[src/rtl/hpu_pkg.sv]
// Shared definitions for the HPU control register block: AXI-Lite FSM
// encoding, response codes, register word offsets and reset defaults.
package hpu_pkg;

  typedef enum logic [2:0] {
    ST_INI,
    ST_AW,
    ST_W,
    ST_AWW,
    ST_AR1,
    ST_AR2
  } axi_state_e;

  localparam logic [1:0] RESP_OKAY   = 2'b00;
  localparam logic [1:0] RESP_SLVERR = 2'b10;

  // Word offsets, i.e. byte address bits [9:2]
  localparam logic [7:0] REG_CTRL      = 8'h00;
  localparam logic [7:0] REG_STATUS    = 8'h01;
  localparam logic [7:0] REG_ADDR_I    = 8'h02;
  localparam logic [7:0] REG_ADDR_J    = 8'h03;
  localparam logic [7:0] REG_CONTROL   = 8'h04;
  localparam logic [7:0] REG_REMAINDER = 8'h05;
  localparam logic [7:0] REG_ITEM_NUM  = 8'h06;
  localparam logic [7:0] REG_IRQ_EN    = 8'h07;
  localparam logic [7:0] REG_IRQ_STAT  = 8'h08;
  localparam logic [7:0] REG_INFO      = 8'h09;

  localparam int unsigned RST_ADDR_I    = 9;
  localparam int unsigned RST_ADDR_J    = 2;
  localparam int unsigned RST_REMAINDER = 20;
  localparam int unsigned RST_ITEM_NUM  = 1000;

  // Expand the 4-bit byte strobe into a 32-bit bit mask
  function automatic logic [31:0] strb_mask(input logic [3:0] strb);
    return {{8{strb[3]}}, {8{strb[2]}}, {8{strb[1]}}, {8{strb[0]}}};
  endfunction

endpackage

[src/rtl/hpu_ctrl_regs.sv]
// AXI-Lite control/status register block for the HPU. Holds the loop bounds,
// item count and run/gen controls, and raises a done interrupt when the
// output stream finishes.
module hpu_ctrl_regs
  import hpu_pkg::*;
#(
  parameter int NUM_CORES = 32,
  parameter int LOOP_W    = 20,
  parameter int ITEM_W    = 16,
  localparam int REM_W    = $clog2(NUM_CORES)
) (
  input  logic              S_AXI_ACLK,
  input  logic              S_AXI_ARESETN,
  input  logic [31:0]       S_AXI_AWADDR,
  input  logic              S_AXI_AWVALID,
  output logic              S_AXI_AWREADY,
  input  logic [31:0]       S_AXI_WDATA,
  input  logic [3:0]        S_AXI_WSTRB,
  input  logic              S_AXI_WVALID,
  output logic              S_AXI_WREADY,
  output logic [1:0]        S_AXI_BRESP,
  output logic              S_AXI_BVALID,
  input  logic              S_AXI_BREADY,
  input  logic [31:0]       S_AXI_ARADDR,
  input  logic              S_AXI_ARVALID,
  output logic              S_AXI_ARREADY,
  output logic [31:0]       S_AXI_RDATA,
  output logic [1:0]        S_AXI_RRESP,
  output logic              S_AXI_RVALID,
  input  logic              S_AXI_RREADY,
  input  logic [ITEM_W-1:0] item_a,
  input  logic              get_fin,
  input  logic              last_hs,
  output logic              run,
  output logic              gen,
  output logic [LOOP_W-1:0] addr_i,
  output logic [LOOP_W-1:0] addr_j,
  output logic [REM_W-1:0]  remainder,
  output logic [ITEM_W-1:0] item_memory_num,
  output logic [31:0]       control,
  output logic              irq
);

  localparam int unsigned REM_RST_VAL = RST_REMAINDER % NUM_CORES;

  axi_state_e        r_state, w_state_next;
  logic [9:0]        r_awaddr, r_araddr;
  logic [31:0]       r_wdata;
  logic [3:0]        r_wstrb;
  logic              r_run, r_gen, r_done, r_get_fin, r_irq_stat, r_irq_en, r_irq;
  logic [LOOP_W-1:0] r_addr_i, r_addr_j;
  logic [REM_W-1:0]  r_rem;
  logic [ITEM_W-1:0] r_item;
  logic [31:0]       r_control, r_rdata;

  logic [7:0]  w_wr_word;
  logic        w_wr_win, w_wr_ro, w_wr_locked, w_wr_en, w_busy;
  logic [31:0] w_wmask, w_wbits, w_rd_val;
  logic [1:0]  w_ctrl_new;
  logic        w_we_ctrl, w_run_rise;
  logic        w_unused_addr;

  assign w_unused_addr = ^{S_AXI_AWADDR[31:12], S_AXI_AWADDR[1:0],
                           S_AXI_ARADDR[31:12], S_AXI_ARADDR[1:0]};

  // AXI-Lite handshake state register
  always_ff @(posedge S_AXI_ACLK or negedge S_AXI_ARESETN) begin
    if (!S_AXI_ARESETN) r_state <= ST_INI;
    else                r_state <= w_state_next;
  end

  // Next-state decode; a pending write beats a pending read in idle
  always_comb begin
    w_state_next = r_state;
    case (r_state)
      ST_INI: begin
        if (S_AXI_AWVALID && S_AXI_WVALID) w_state_next = ST_AWW;
        else if (S_AXI_AWVALID)            w_state_next = ST_AW;
        else if (S_AXI_WVALID)             w_state_next = ST_W;
        else if (S_AXI_ARVALID)            w_state_next = ST_AR1;
      end
      ST_AW:   if (S_AXI_WVALID)  w_state_next = ST_AWW;
      ST_W:    if (S_AXI_AWVALID) w_state_next = ST_AWW;
      ST_AWW:  if (S_AXI_BREADY)  w_state_next = ST_INI;
      ST_AR1:  w_state_next = ST_AR2;
      ST_AR2:  if (S_AXI_RREADY)  w_state_next = ST_INI;
      default: w_state_next = ST_INI;
    endcase
  end

  assign S_AXI_AWREADY = (r_state == ST_INI) || (r_state == ST_W);
  assign S_AXI_WREADY  = (r_state == ST_INI) || (r_state == ST_AW);
  assign S_AXI_ARREADY = (r_state == ST_INI);
  assign S_AXI_BVALID  = (r_state == ST_AWW);
  assign S_AXI_RVALID  = (r_state == ST_AR2);
  assign S_AXI_RRESP   = RESP_OKAY;
  assign S_AXI_RDATA   = r_rdata;

  // Latch address and data beats as their handshakes complete
  always_ff @(posedge S_AXI_ACLK or negedge S_AXI_ARESETN) begin
    if (!S_AXI_ARESETN) begin
      r_awaddr <= '0;
      r_araddr <= '0;
      r_wdata  <= '0;
      r_wstrb  <= '0;
    end else begin
      if (S_AXI_AWVALID && S_AXI_AWREADY) r_awaddr <= S_AXI_AWADDR[11:2];
      if (S_AXI_WVALID && S_AXI_WREADY) begin
        r_wdata <= S_AXI_WDATA;
        r_wstrb <= S_AXI_WSTRB;
      end
      if (r_state == ST_INI && S_AXI_ARVALID && !S_AXI_AWVALID && !S_AXI_WVALID)
        r_araddr <= S_AXI_ARADDR[11:2];
    end
  end

  assign w_busy      = r_run | r_gen;
  assign w_wr_word   = r_awaddr[7:0];
  assign w_wr_win    = (r_awaddr[9:8] == 2'b00);
  assign w_wr_ro     = w_wr_win && (w_wr_word == REG_STATUS || w_wr_word == REG_INFO);
  assign w_wr_locked = w_wr_win && w_busy &&
                       (w_wr_word >= REG_ADDR_I) && (w_wr_word <= REG_ITEM_NUM);
  assign S_AXI_BRESP = (w_wr_ro || w_wr_locked) ? RESP_SLVERR : RESP_OKAY;
  assign w_wr_en     = (r_state == ST_AWW) && S_AXI_BREADY &&
                       w_wr_win && !w_wr_ro && !w_wr_locked;
  assign w_wmask     = strb_mask(r_wstrb);
  assign w_wbits     = r_wdata & w_wmask;
  assign w_we_ctrl   = w_wr_en && (w_wr_word == REG_CTRL);
  assign w_ctrl_new  = ({r_run, r_gen} & ~w_wmask[1:0]) | w_wbits[1:0];
  assign w_run_rise  = w_we_ctrl && w_ctrl_new[1] && !r_run;

  // Run/gen controls: a software CTRL write overrides the hardware auto-clears
  always_ff @(posedge S_AXI_ACLK or negedge S_AXI_ARESETN) begin
    if (!S_AXI_ARESETN) begin
      r_run      <= 1'b0;
      r_gen      <= 1'b0;
      r_done     <= 1'b0;
      r_get_fin  <= 1'b0;
      r_irq_stat <= 1'b0;
      r_irq      <= 1'b0;
    end else begin
      if (w_we_ctrl) begin
        r_run <= w_ctrl_new[1];
        r_gen <= w_ctrl_new[0];
      end else begin
        if (last_hs) r_run <= 1'b0;
        if (r_gen && (item_a == r_item)) r_gen <= 1'b0;
      end
      if (w_run_rise)   r_done <= 1'b0;
      else if (last_hs) r_done <= 1'b1;
      if (w_run_rise)   r_get_fin <= 1'b0;
      else if (get_fin) r_get_fin <= 1'b1;
      if (last_hs)
        r_irq_stat <= 1'b1;
      else if (w_wr_en && w_wr_word == REG_IRQ_STAT && w_wbits[0])
        r_irq_stat <= 1'b0;
      r_irq <= r_irq_stat & r_irq_en;
    end
  end

  // Plain configuration registers with per-byte strobes
  always_ff @(posedge S_AXI_ACLK or negedge S_AXI_ARESETN) begin
    if (!S_AXI_ARESETN) begin
      r_addr_i  <= LOOP_W'(RST_ADDR_I);
      r_addr_j  <= LOOP_W'(RST_ADDR_J);
      r_rem     <= REM_W'(REM_RST_VAL);
      r_item    <= ITEM_W'(RST_ITEM_NUM);
      r_control <= '0;
      r_irq_en  <= 1'b0;
    end else if (w_wr_en) begin
      case (w_wr_word)
        REG_ADDR_I:    r_addr_i  <= (r_addr_i & ~w_wmask[LOOP_W-1:0]) | w_wbits[LOOP_W-1:0];
        REG_ADDR_J:    r_addr_j  <= (r_addr_j & ~w_wmask[LOOP_W-1:0]) | w_wbits[LOOP_W-1:0];
        REG_CONTROL:   r_control <= (r_control & ~w_wmask) | w_wbits;
        REG_REMAINDER: r_rem     <= (r_rem & ~w_wmask[REM_W-1:0]) | w_wbits[REM_W-1:0];
        REG_ITEM_NUM:  r_item    <= (r_item & ~w_wmask[ITEM_W-1:0]) | w_wbits[ITEM_W-1:0];
        REG_IRQ_EN:    r_irq_en  <= (r_irq_en & ~w_wmask[0]) | w_wbits[0];
        default: ;
      endcase
    end
  end

  // Read mux over the captured read address; anything unmapped reads zero
  always_comb begin
    w_rd_val = '0;
    if (r_araddr[9:8] == 2'b00) begin
      case (r_araddr[7:0])
        REG_CTRL:      w_rd_val = {30'd0, r_run, r_gen};
        REG_STATUS:    w_rd_val = {29'd0, r_get_fin, w_busy, r_done};
        REG_ADDR_I:    w_rd_val = 32'(r_addr_i);
        REG_ADDR_J:    w_rd_val = 32'(r_addr_j);
        REG_CONTROL:   w_rd_val = r_control;
        REG_REMAINDER: w_rd_val = 32'(r_rem);
        REG_ITEM_NUM:  w_rd_val = 32'(r_item);
        REG_IRQ_EN:    w_rd_val = {31'd0, r_irq_en};
        REG_IRQ_STAT:  w_rd_val = {31'd0, r_irq_stat};
        REG_INFO:      w_rd_val = {24'd0, 8'(NUM_CORES)};
        default:       w_rd_val = '0;
      endcase
    end
  end

  // Read data is sampled once in AR1 and then held for the R handshake
  always_ff @(posedge S_AXI_ACLK or negedge S_AXI_ARESETN) begin
    if (!S_AXI_ARESETN)          r_rdata <= '0;
    else if (r_state == ST_AR1)  r_rdata <= w_rd_val;
  end

  assign run             = r_run;
  assign gen             = r_gen;
  assign addr_i          = r_addr_i;
  assign addr_j          = r_addr_j;
  assign remainder       = r_rem;
  assign item_memory_num = r_item;
  assign control         = r_control;
  assign irq             = r_irq;

endmodule

[config.mk]
export PLATFORM = sky130hd
export DESIGN_NAME = hpu_ctrl_regs
export DESIGN_NICKNAME = d
export VERILOG_FILES = /design/src/rtl/hpu_pkg.sv /design/src/rtl/hpu_ctrl_regs.sv
export SDC_FILE = /design/constraint.sdc
export NUM_CORES = 1
export LEC_CHECK = 0
export ABC_AREA = 1
export ABC_CLOCK_PERIOD_IN_PS = 1900
export CAP_MARGIN = 20
export CORE_AREA = 2 2 97 192
export CTS_BUF_LIST = sky130_fd_sc_hd__clkbuf_2 sky130_fd_sc_hd__clkbuf_4 sky130_fd_sc_hd__clkbuf_8
export DETAILED_ROUTE_END_ITERATION = 16
export DIE_AREA = 0 0 99 194
export DONT_BUFFER_PORTS = 1
export SLEW_MARGIN = 20
export SYNTH_ARGS = -nofsm -noshare
export SYNTH_HDL_FRONTEND = slang
export SYNTH_SLANG_ARGS = --single-unit
[constraint.sdc]
create_clock -name S_AXI_ACLK -period 1.9 [get_ports S_AXI_ACLK]
set_clock_uncertainty 0.1 [all_clocks]
set_input_delay 0.38 -clock S_AXI_ACLK [delete_from_list [all_inputs] [get_ports S_AXI_ACLK]]
set_output_delay 0.38 -clock S_AXI_ACLK [all_outputs]
set_load 0.01 [all_outputs]
==> metrics, run 1 <==
status complete, but fails checks; failing checks hold timing, setup timing; ANT nets after route 0; share of post-route cells with drive strength above 1 0.171; initial antenna violation count 0; first-pass GRT wire length 41400 µm; worst hold path class input port to async pin; routed vias 7583; Synth Instances 1055; WP data arrival 1420 ps; final cell count without fillers 1400; total congestion overflow 0; TritonCTS clock tree yes; Root Driver clkbuf_8; PnR worst setup slack -3.16 ps; worst r2r src r_awaddr[9]; CP Max Fanout 2; drt wl/cell 19.2 µm; fin. max-slew vios 0; synth warn 0; post-synthesis sequential area ratio 0.550; Max-slew headroom 0.584; final WL 26900 µm; dominant cell type by area after synthesis dfrtp_1; power density over the cells 1070 mW/mm²; Die Height 194 µm; Clock Latency Late Sink 460 ps; DIE AREA 0.0192 mm²; DP HPWL 19300 µm; n_diodes 0; Sw Share 0.364; # setup viols final 1; RSZ-0062 raised after global routing true; Peak VDD IR 773 µV; Placed Area 0.00947 mm²; Synth top area share 0.517; Residual DRC 0; Hold Vio Cnt, Final 191; Setup crit start kind flop; initial core utilization 0.493; post-route cell area 0.0109 mm²; Clock transition at path regs 100 ps; Worst Max-Slew Pin Slew 624 ps; H-tree Lvls 4; pin count of the biggest net entering global routing 192; kind of critical path flop to primary output; Yosys cell types 34; vias in the first global route 7745; Net Switching 4.22 mW; initial drt markers 414; Total GRT Usage 0.281; Final Net Count 1299; Fin Hold WS -491 ps; post-layout util 0.613; most common cell in the netlist nand2_1; prevailing post-synth register cell dfrtp_1; Clock power frac 0.244; most frequent cells after synthesis nand2_1, dfrtp_1, nor2_1; clock sink count 191; Die W 99 µm; maximum clock frequency 525 MHz; Flop pwr share 0.456; Final GP Congestion 0.884; Mapped Area 0.00872 mm²; port bufs 0; synthesized area per cell 8.27 µm²; Critical Path Sink Type primary output; asr flop ratio synth 1.00; Critical Path Source r_awaddr[9]; Comb pwr share 0.300; cell-internal power 7.39 mW; core area 0.0177 mm²; Synth-to-Final Area Change 24.5%; Boundary Pins 262; drt via density 5.42; max_cap viols 0; Post-Place Cells 1297; number of synthesized flops with an enable pin 0; Synth area leaders dfrtp_1, nand2_1, nor2_1; P_leak 5.33 nW; worst endpoint required time 1420 ps; hold_buf cts 58; cts bufs inserted 17; period utilisation layout 1.00; post-layout minimum cycle time 1900 ps; Rows 69; Yosys reg bits 191; TritonRoute pass-1 iters 5; Clock Path Buffers 2
[power by group through the flow]
stage	registers, mW	clock network, mW	logic, mW
after global placement	5.26	0	3.04
after CTS	5.21	2.90	3.32
after detailed placement	5.27	0	3.09
after global routing	5.36	3.05	3.85
after floorplan	5.08	0	1.99
final	5.29	2.83	3.48
[routing by layer]
metal  vias up  routed length, µm  GRT usage
li1       3630                  -          -
met1      3689               9220      0.290
met2       216              15200      0.525
met3        48               1520     0.0645
met4         0                984      0.123
met5         -                  0          0
[kinds of logic after synthesis]
kind of cell,count (synthesis),synth area share
buf+inv,134,0.0634
flops,191,0.550
simple gates,585,0.290
xor+xnor,12,0.0121
other cells,1,0.000430
mux,8,0.0103
compound gates,124,0.0742
[metrics by stage]
stage / setup WS, ps / TNS [ps] / total power [mW]
global route: -95.1 / -2560 / 12.3
detailed placement: -167 / -4230 / 8.36
global placement: -149 / -3840 / 8.30
finish: -3.16 / -3.16 / 11.6
CTS: -4.18 / -5.46 / 11.4
floorplan: 194 / 0 / 7.07
[critical path, stage by stage (launching register included)]
cell     delay, ps
dfrtp_1        400
nor2_2         170
nand3_2        130
buf_6          150
nor2_4         120
[path summary, 6_finish.rpt]
path | end | slack [ps] | depth (start not counted)
max | S_AXI_BRESP[1] | -3 | 4
min | r_awaddr[4] | -490 | 0
max reg2reg | flop | 30 | 10
min reg2reg | r_wdata[27] | 420 | 2
max in group asynchronous | S_AXI_RDATA[28] | 1780 | 0
min in group S_AXI_ACLK | r_state[2] | 50 | 3
[what timing repair did]
action,in CTS,in global routing
pin swaps,4,12
setup endpoints to repair,57,124
buffers inserted,4,8
gates cloned,0,1
gates resized for setup,18,56
hold endpoints to repair,251,191
[layout make-up]
type / count / area [µm²]
fillers: 1615 / 6850
well taps: 213 / 267
multi-input cells: 732 / 3620
clock buffers: 20 / 256
inverters: 87 / 327
clock inverters: 12 / 161
repair buffers: 145 / 1420
flip-flops and latches: 191 / 4800
[layout by cell type (no fill, tap or decap), types with 14 or more instances in the layout]
master	n
a21oi_1	54
buf_4	62
clkbuf_8	17
dfrtp_1	178
dlygate4sd3_1	58
inv_1	82
nand2_1	333
nand2_2	14
nand3_1	39
nand4_1	58
nor2_1	90
o21ai_1	46
(Power assumes the default switching activity.)
==> inputs of run 2 (changes only) <==
- CELL_PAD_IN_SITES_DETAIL_PLACEMENT: not set -> 0
- CELL_PAD_IN_SITES_GLOBAL_PLACEMENT: not set -> 1
- CORE_AREA: 2 2 97 192 -> 2 2 115 229
- DIE_AREA: 0 0 99 194 -> 0 0 117 231
- DONT_BUFFER_PORTS: 1 -> not set
- PLACE_DENSITY_LB_ADDON: not set -> 0.1
==> run 2 against run 1 <==
  * The flow finishes with violations (setup timing)
  * Critical path type is now flop to flop
  * Count of clock-buffer cells in the layout decreased by 2
  * Die area grew 41%
  * Power increased by 5.4%
==> metrics, run 2 (same netlist as run 1, synthesis figures left out) <==
failing checks setup timing; Die W 117 µm (+18%); # setup viols final 67 (+66); drt wl/cell 16.1 µm (-16%); maximum clock frequency 502 MHz (-4.5%); Flop pwr share 0.432 (-0.024); TritonCTS clock tree yes; pin count of the biggest net entering global routing 52 (-73%); initial drt markers 360 (-13%); fin. max-slew vios 0 (unchanged); worst endpoint required time 2200 ps (+780 ps); period utilisation layout 1.05 (+0.0467); DIE AREA 0.0270 mm² (+41%); ANT nets after route 0 (unchanged); Net Switching 4.50 mW (+6.7%); routed vias 8252 (+8.8%); Boundary Pins 262 (unchanged); vias in the first global route 8151 (+5.2%); H-tree Lvls 4 (unchanged); TritonRoute pass-1 iters 5 (unchanged); DP HPWL 20100 µm (+4.3%); Residual DRC 0 (unchanged); Peak VDD IR 700 µV (-9.5%); initial core utilization 0.343 (-0.150); Max-slew headroom 0.306 (-0.278); met2 GRT Util 0.351 (-0.174); total congestion overflow 0 (unchanged); share of post-route cells with drive strength above 1 0.253 (+0.0822); Worst Path Buf+Inv 5 (+4); post-layout minimum cycle time 1990 ps (+88.7 ps); pre-CTS setup slack -414 ps (-247 ps); commonest cells after routing, fill and taps aside nand2_1, dfrtp_1, dlygate4sd2_1; core area 0.0254 mm² (+44%); PnR worst setup slack -91.8 ps (-88.7 ps); Rows 83 (+20%); drt via density 4.70 (-13%); post-layout util 0.531 (-0.0822); Synth-to-Final Area Change 54.9%; Setup crit start kind flop; slowest CP cell dfrtp_2; Root Driver clkbuf_8; clock sink count 191 (unchanged); Hold Vio Cnt, Final 0 (-100%); Critical Path Sink Type flop; Clock Latency Late Sink 500 ps (+40 ps); grt peak-use layer met2; Die Height 231 µm (+19%); max_cap viols 0 (unchanged); met1 Use GR 0.275 (-0.0149); family with the most delay on the worst path simple AND/OR/NAND/NOR gates; status complete, but fails checks; Sw Share 0.368 (+0.00477); GRT met3 Usage 0.0480 (-0.0165); crit-path most repeated cell buf_6; initial antenna violation count 0 (unchanged); WP data arrival 2290 ps (+870 ps); kind of critical path flop to flop; cts bufs inserted 17 (unchanged); power density over the cells 905 mW/mm² (-15%); Worst Max-Slew Pin Slew 1040 ps (+417 ps); port bufs 214 (+214); Clock Path Buffers 2 (unchanged); Cell Chain, Critical Path buf_6 -> buf_6 -> nand4_1 -> nor2_4 -> buf_6 -> nand2_4 -> buf_12 -> nor2_4 -> buf_12 -> nand2_8 -> nand2_1 -> o21ai_1; worst hold path class input port to async pin; P_leak 7.04 nW (+32%); RSZ-0062 raised after global routing true; Total GRT Usage 0.212 (-0.0681); cell-internal power 7.72 mW (+4.6%); first-pass GRT wire length 43800 µm (+6.0%); CP max stage delay 390 ps (about the same); Final GP Congestion 0.850 (-3.8%); Clock transition at path regs 110 ps (about the same); Final Net Count 1526 (+17%); most common cell after layout, fill and taps aside nand2_1; Comb pwr share 0.328 (+0.028); CP Max Fanout 8 (+6); FILL cells 2431 (+51%); Clock power frac 0.240 (-0.004); final WL 28300 µm (+5.4%); n_diodes 0 (unchanged)
[run 2: layer usage]
metal	up-vias	wire [µm]
li1	4093	-
met1	3884	12100
met2	239	14100
met3	36	1540
met4	0	634
met5	-	0
[run 2: area by class of cell]
class	count	area, µm²	area share
clock buffer	18	248	0.0183
multi-input combinational	733	3930	0.291
inverter	87	329	0.0244
clock inverter	14	175	0.0130
sequential	191	4800	0.356
tap	340	425	0.0315
timing repair buffer	371	3590	0.266
[run 2: per-stage QoR]
stage / hold slack (ps) / setup TNS [ps] / power [mW] / std cells / area [µm²]
6_report: 258 / -3980 / 12.2 / 1754 / 13500
5_1_grt: 268 / -11690 / 13.0 / 1754 / 13500
4_1_cts: 247 / -4110 / 12.0 / 1747 / 13000
3_5_place_dp: 224 / -29240 / 8.71 / 1645 / 11900
3_3_place_gp: 228 / -27310 / 8.64 / 1645 / 11900
2_1_floorplan: -15.6 / 0 / 7.07 / 1057 / 8730
[run 2: path summary, 6_finish.rpt]
path | start | endpoint | slack (ps) | cells after the start
setup / recovery | r_state[0] | flop | -90 | 12
hold / removal | S_AXI_ARESETN | r_araddr[6] | 260 | 2
setup reg to reg | r_state[0] | flop | -90 | 12
hold reg to reg | S_AXI_RDATA[12] | S_AXI_RDATA[12] | 380 | 2
max in group asynchronous | S_AXI_ARESETN | async pin | 700 | 3
min in group S_AXI_ACLK | S_AXI_WDATA[21] | r_wdata[21] | 350 | 3
[run 2: power groups by stage]
stage | clock (mW) | combinational [mW] | sequential [mW]
final | 2.94 | 4.01 | 5.28
after global routing | 3.16 | 4.46 | 5.38
after CTS | 3.02 | 3.76 | 5.25
after detailed placement | 0 | 3.42 | 5.29
after global placement | 0 | 3.38 | 5.27
after floorplan | 0 | 1.99 | 5.08
[run 2: what timing repair did]
action                                 in CTS  in global routing
buffers inserted                           65                  9
pin swaps                                  26                 26
gates cloned                                4                  3
hold buffers                                1                  0
endpoints found under the hold margin      31                  0
gates resized for setup                   228                121
setup endpoints to repair                 164                128
==> inputs of run 3 (changes only) <==
- ABC_AREA: 1 -> not set
- CAP_MARGIN: 20 -> not set
- CORE_AREA: 2 2 115 229 -> 2 2 109 217
- DIE_AREA: 0 0 117 231 -> 0 0 111 219
==> run 3 against run 2 <==
  * The run still ends with setup timing left
  * Cell count is 30% lower
  * Power increased by 2.1%
  * Via count shrank 21%
  * Register-to-register slack worse by 200 ps
  * Global-route usage is 1.6 points higher
  * Largest power group unchanged
==> metrics, run 3 <==
dominant cell type by area after synthesis dfrtp_1; Cell Chain, Critical Path o21bai_4 -> a221o_1 -> nor2_2 -> buf_2; Max-slew headroom 0.598 (+0.292); status complete, but fails checks; Net Switching 4.23 mW (-6.0%); Clock power frac 0.216 (-0.024); WP data arrival 1760 ps (-530 ps); Yosys cell types 58 (+71%); Sw Share 0.339 (-0.0294); CP max stage delay 430 ps (+40 ps); kind of critical path flop to primary output; worst r2r src r_awaddr[2]; slowest CP cell dfrtp_2; commonest cells after routing, fill and taps aside dfrtp_1, dlygate4sd2_1, mux2_2; Synth Instances 615 (-42%); main combinational cell family by area after synthesis multiplexers; area taken by multi-input logic gates 0.00399 mm² (+1.6%); Die W 111 µm (-5.1%); Simple-Gate Fraction of Synth Area 0.0982 (-0.192); Worst Max-Slew Pin Slew 601 ps (-440 ps); Rows 78 (-6.0%); Sequential Area 0.00480 mm² (-0.16%); Critical Path Sink Type primary output; TritonRoute pass-1 iters 6 (+1); Clock transition at path regs 90 ps (-20 ps); Die Height 219 µm (-5.2%); drt via density 5.27 (+12%); post-layout minimum cycle time 2240 ps (+246 ps); cell-internal power 8.26 mW (+6.9%); PnR worst setup slack -338 ps (-246 ps); Synth-to-Final Area Change 51.1%; synthesized area per cell 13.8 µm² (+66%); core area 0.0225 mm² (-11%); Setup crit start kind flop; share of post-route cells with drive strength above 1 0.410 (+0.156); routed vias 6490 (-21%); initial drt markers 225 (-38%); final cell count without fillers 1232 (-30%); worst hold path class input port to async pin; max_cap viols 0 (unchanged); synth warn 0 (unchanged); H-tree Lvls 4 (unchanged); Comb pwr share 0.342 (+0.014); asr flop ratio synth 1.00 (unchanged); initial antenna violation count 0 (unchanged); worst endpoint required time 1420 ps (-780 ps); Peak VDD IR 634 µV (-9.5%); fin. max-slew vios 0 (unchanged); vias in the first global route 7365 (-9.6%); clock sink count 191 (unchanged); Synth area leaders dfrtp_1, mux2_2, dfstp_2; Post-Place Cells 1151 (-30%); FF-to-FF setup slack -290 ps (-200 ps); Boundary Pins 262 (unchanged); ANT nets after route 0 (unchanged); first-pass GRT wire length 41800 µm (-4.6%); RSZ-0062 raised after global routing true; n_diodes 0 (unchanged); maximum clock frequency 447 MHz (-11%); post-synthesis sequential area ratio 0.567 (+0.0169); port bufs 214 (unchanged); Final Net Count 1064 (-30%); Total GRT Usage 0.228 (+0.0157); Yosys reg bits 191 (unchanged); Synth Area in XOR/XNOR 0.0166 (+0.00451); period utilisation layout 1.18 (+0.130); number of synthesized flops with an enable pin 0 (unchanged); compound-cell area share of the yosys netlist 0.0825 (+0.00835); Adder-Cell Fraction of Synth Area 0 (unchanged); most frequent cells after synthesis dfrtp_1, mux2_2, nand2_1; Critical Path Source r_awaddr[3]; DP HPWL 19600 µm (-2.3%); pre-CTS setup slack -614 ps (-200 ps); Mapped Area 0.00846 mm² (-3.0%); Clock Latency Late Sink 490 ps (about the same); failing checks setup timing; Final GP Congestion 0.828 (-2.7%); Synth top area share 0.532 (+0.0159); Residual DRC 0 (unchanged); most common cell after layout, fill and taps aside dfrtp_1; prevailing post-synth register cell dfrtp_1; initial core utilization 0.375 (+0.0325); total congestion overflow 0 (unchanged); Root Driver clkbuf_8; pin count of the biggest net entering global routing 54 (+3.8%); FILL cells 2004 (-18%); mux contribution to synthesized area 0.216 (+0.206); P_leak 6.33 nW (-10%); TritonCTS clock tree yes; DIE AREA 0.0243 mm² (-10%); total power 12.5 mW (+2.1%); power density over the cells 977 mW/mm² (+7.9%); Flop pwr share 0.441 (+0.009); Hold Vio Cnt, Final 0 (unchanged); Worst Reg2Reg Path Length in Cells 9 (-3); drt wl/cell 22.0 µm (+36%); most common cell in the netlist dfrtp_1; # setup viols final 101 (+51%); final WL 27100 µm (-4.5%); cts bufs inserted 17 (unchanged); Clock Path Buffers 2 (unchanged); CP Max Fanout 2 (-6)
-- run 3: cell types whose count changed in the layout (fill, tap and decap cells not counted), sizes merged, moves of 10 or more --
cell / change
nand2: -321
mux2: +146
nor2: -92
inv: -89
nand4: -53
a21oi: -52
o21ai: -50
nand3: -37
a22o: +32
buf: -27
xor2: +14
a32oi: +11
xnor2: -10
-- run 3: worst paths after layout --
path                                       end
worst max-delay path            S_AXI_BRESP[1]
min in group S_AXI_ACLK              r_get_fin
worst max register to register            flop
max in group asynchronous            async pin
worst min-delay path                r_wdata[3]
worst min register to register  S_AXI_RDATA[6]
-- run 3: logic make-up (layout without fill, tap and decap cells) --
kind of cell / Yosys count / after routing
simple gates: 123 / 123
flops: 191 / 191
other cells: 1 / 3
xor+xnor: 16 / 16
mux: 162 / 162
compound gates: 84 / 84
buf+inv: 38 / 373
-- run 3: final cells by class --
cell class | count | area share
sequential | 191 | 0.375
tap | 280 | 0.0274
timing repair buffer | 340 | 0.253
inverter | 1 | 0.000294
clock inverter | 10 | 0.00783
clock buffer | 22 | 0.0237
multi-input combinational | 388 | 0.312
-- run 3: worst max-delay path: cells and delay by family, from the launching register on --
| kind | cells | cell delay [ps] |
|---|---|---|
| compound gates | 2 | 570 |
| simple gates | 1 | 120 |
| buf+inv | 1 | 150 |
| flops | 1 | 430 |
-- run 3: timing repair --
action,in CTS,in global routing
hold endpoints to repair,54,0
pin swaps,20,25
gates resized for setup,266,32
setup buffers,40,9
hold buffers,1,0
setup endpoints to repair,258,120
-- run 3: per-layer routing --
metal	up-vias	track usage	share of wire
met5	-	0	0
met4	0	0.106	0.041
met3	56	0.0569	0.052
met2	210	0.436	0.56
met1	3297	0.229	0.35
li1	2927	-	-
-- run 3: per-stage QoR --
| stage | area, µm² | setup TNS (ps) | hold WS, ps | util |
|---|---|---|---|---|
| 2_1_floorplan | 8540 | -9110 | -15.6 | - |
| 3_3_place_gp | 11600 | -50730 | 203 | 0.516 |
| 3_5_place_dp | 11600 | -53920 | 202 | 0.516 |
| 4_1_cts | 12600 | -16940 | 217 | 0.557 |
| 5_1_grt | 12800 | -27900 | 234 | 0.567 |
| 6_report | 12800 | -20080 | 250 | 0.567 |
-- run 3: power by group through the flow --
| stage | clock network (mW) | registers [mW] | logic, mW |
|---|---|---|---|
| detailed placement | 0 | 5.56 | 3.65 |
| CTS | 2.80 | 5.50 | 4.01 |
| finish | 2.70 | 5.51 | 4.28 |
| floorplan | 0 | 5.28 | 2.05 |
| global placement | 0 | 5.52 | 3.55 |
| global route | 2.96 | 5.63 | 4.56 |
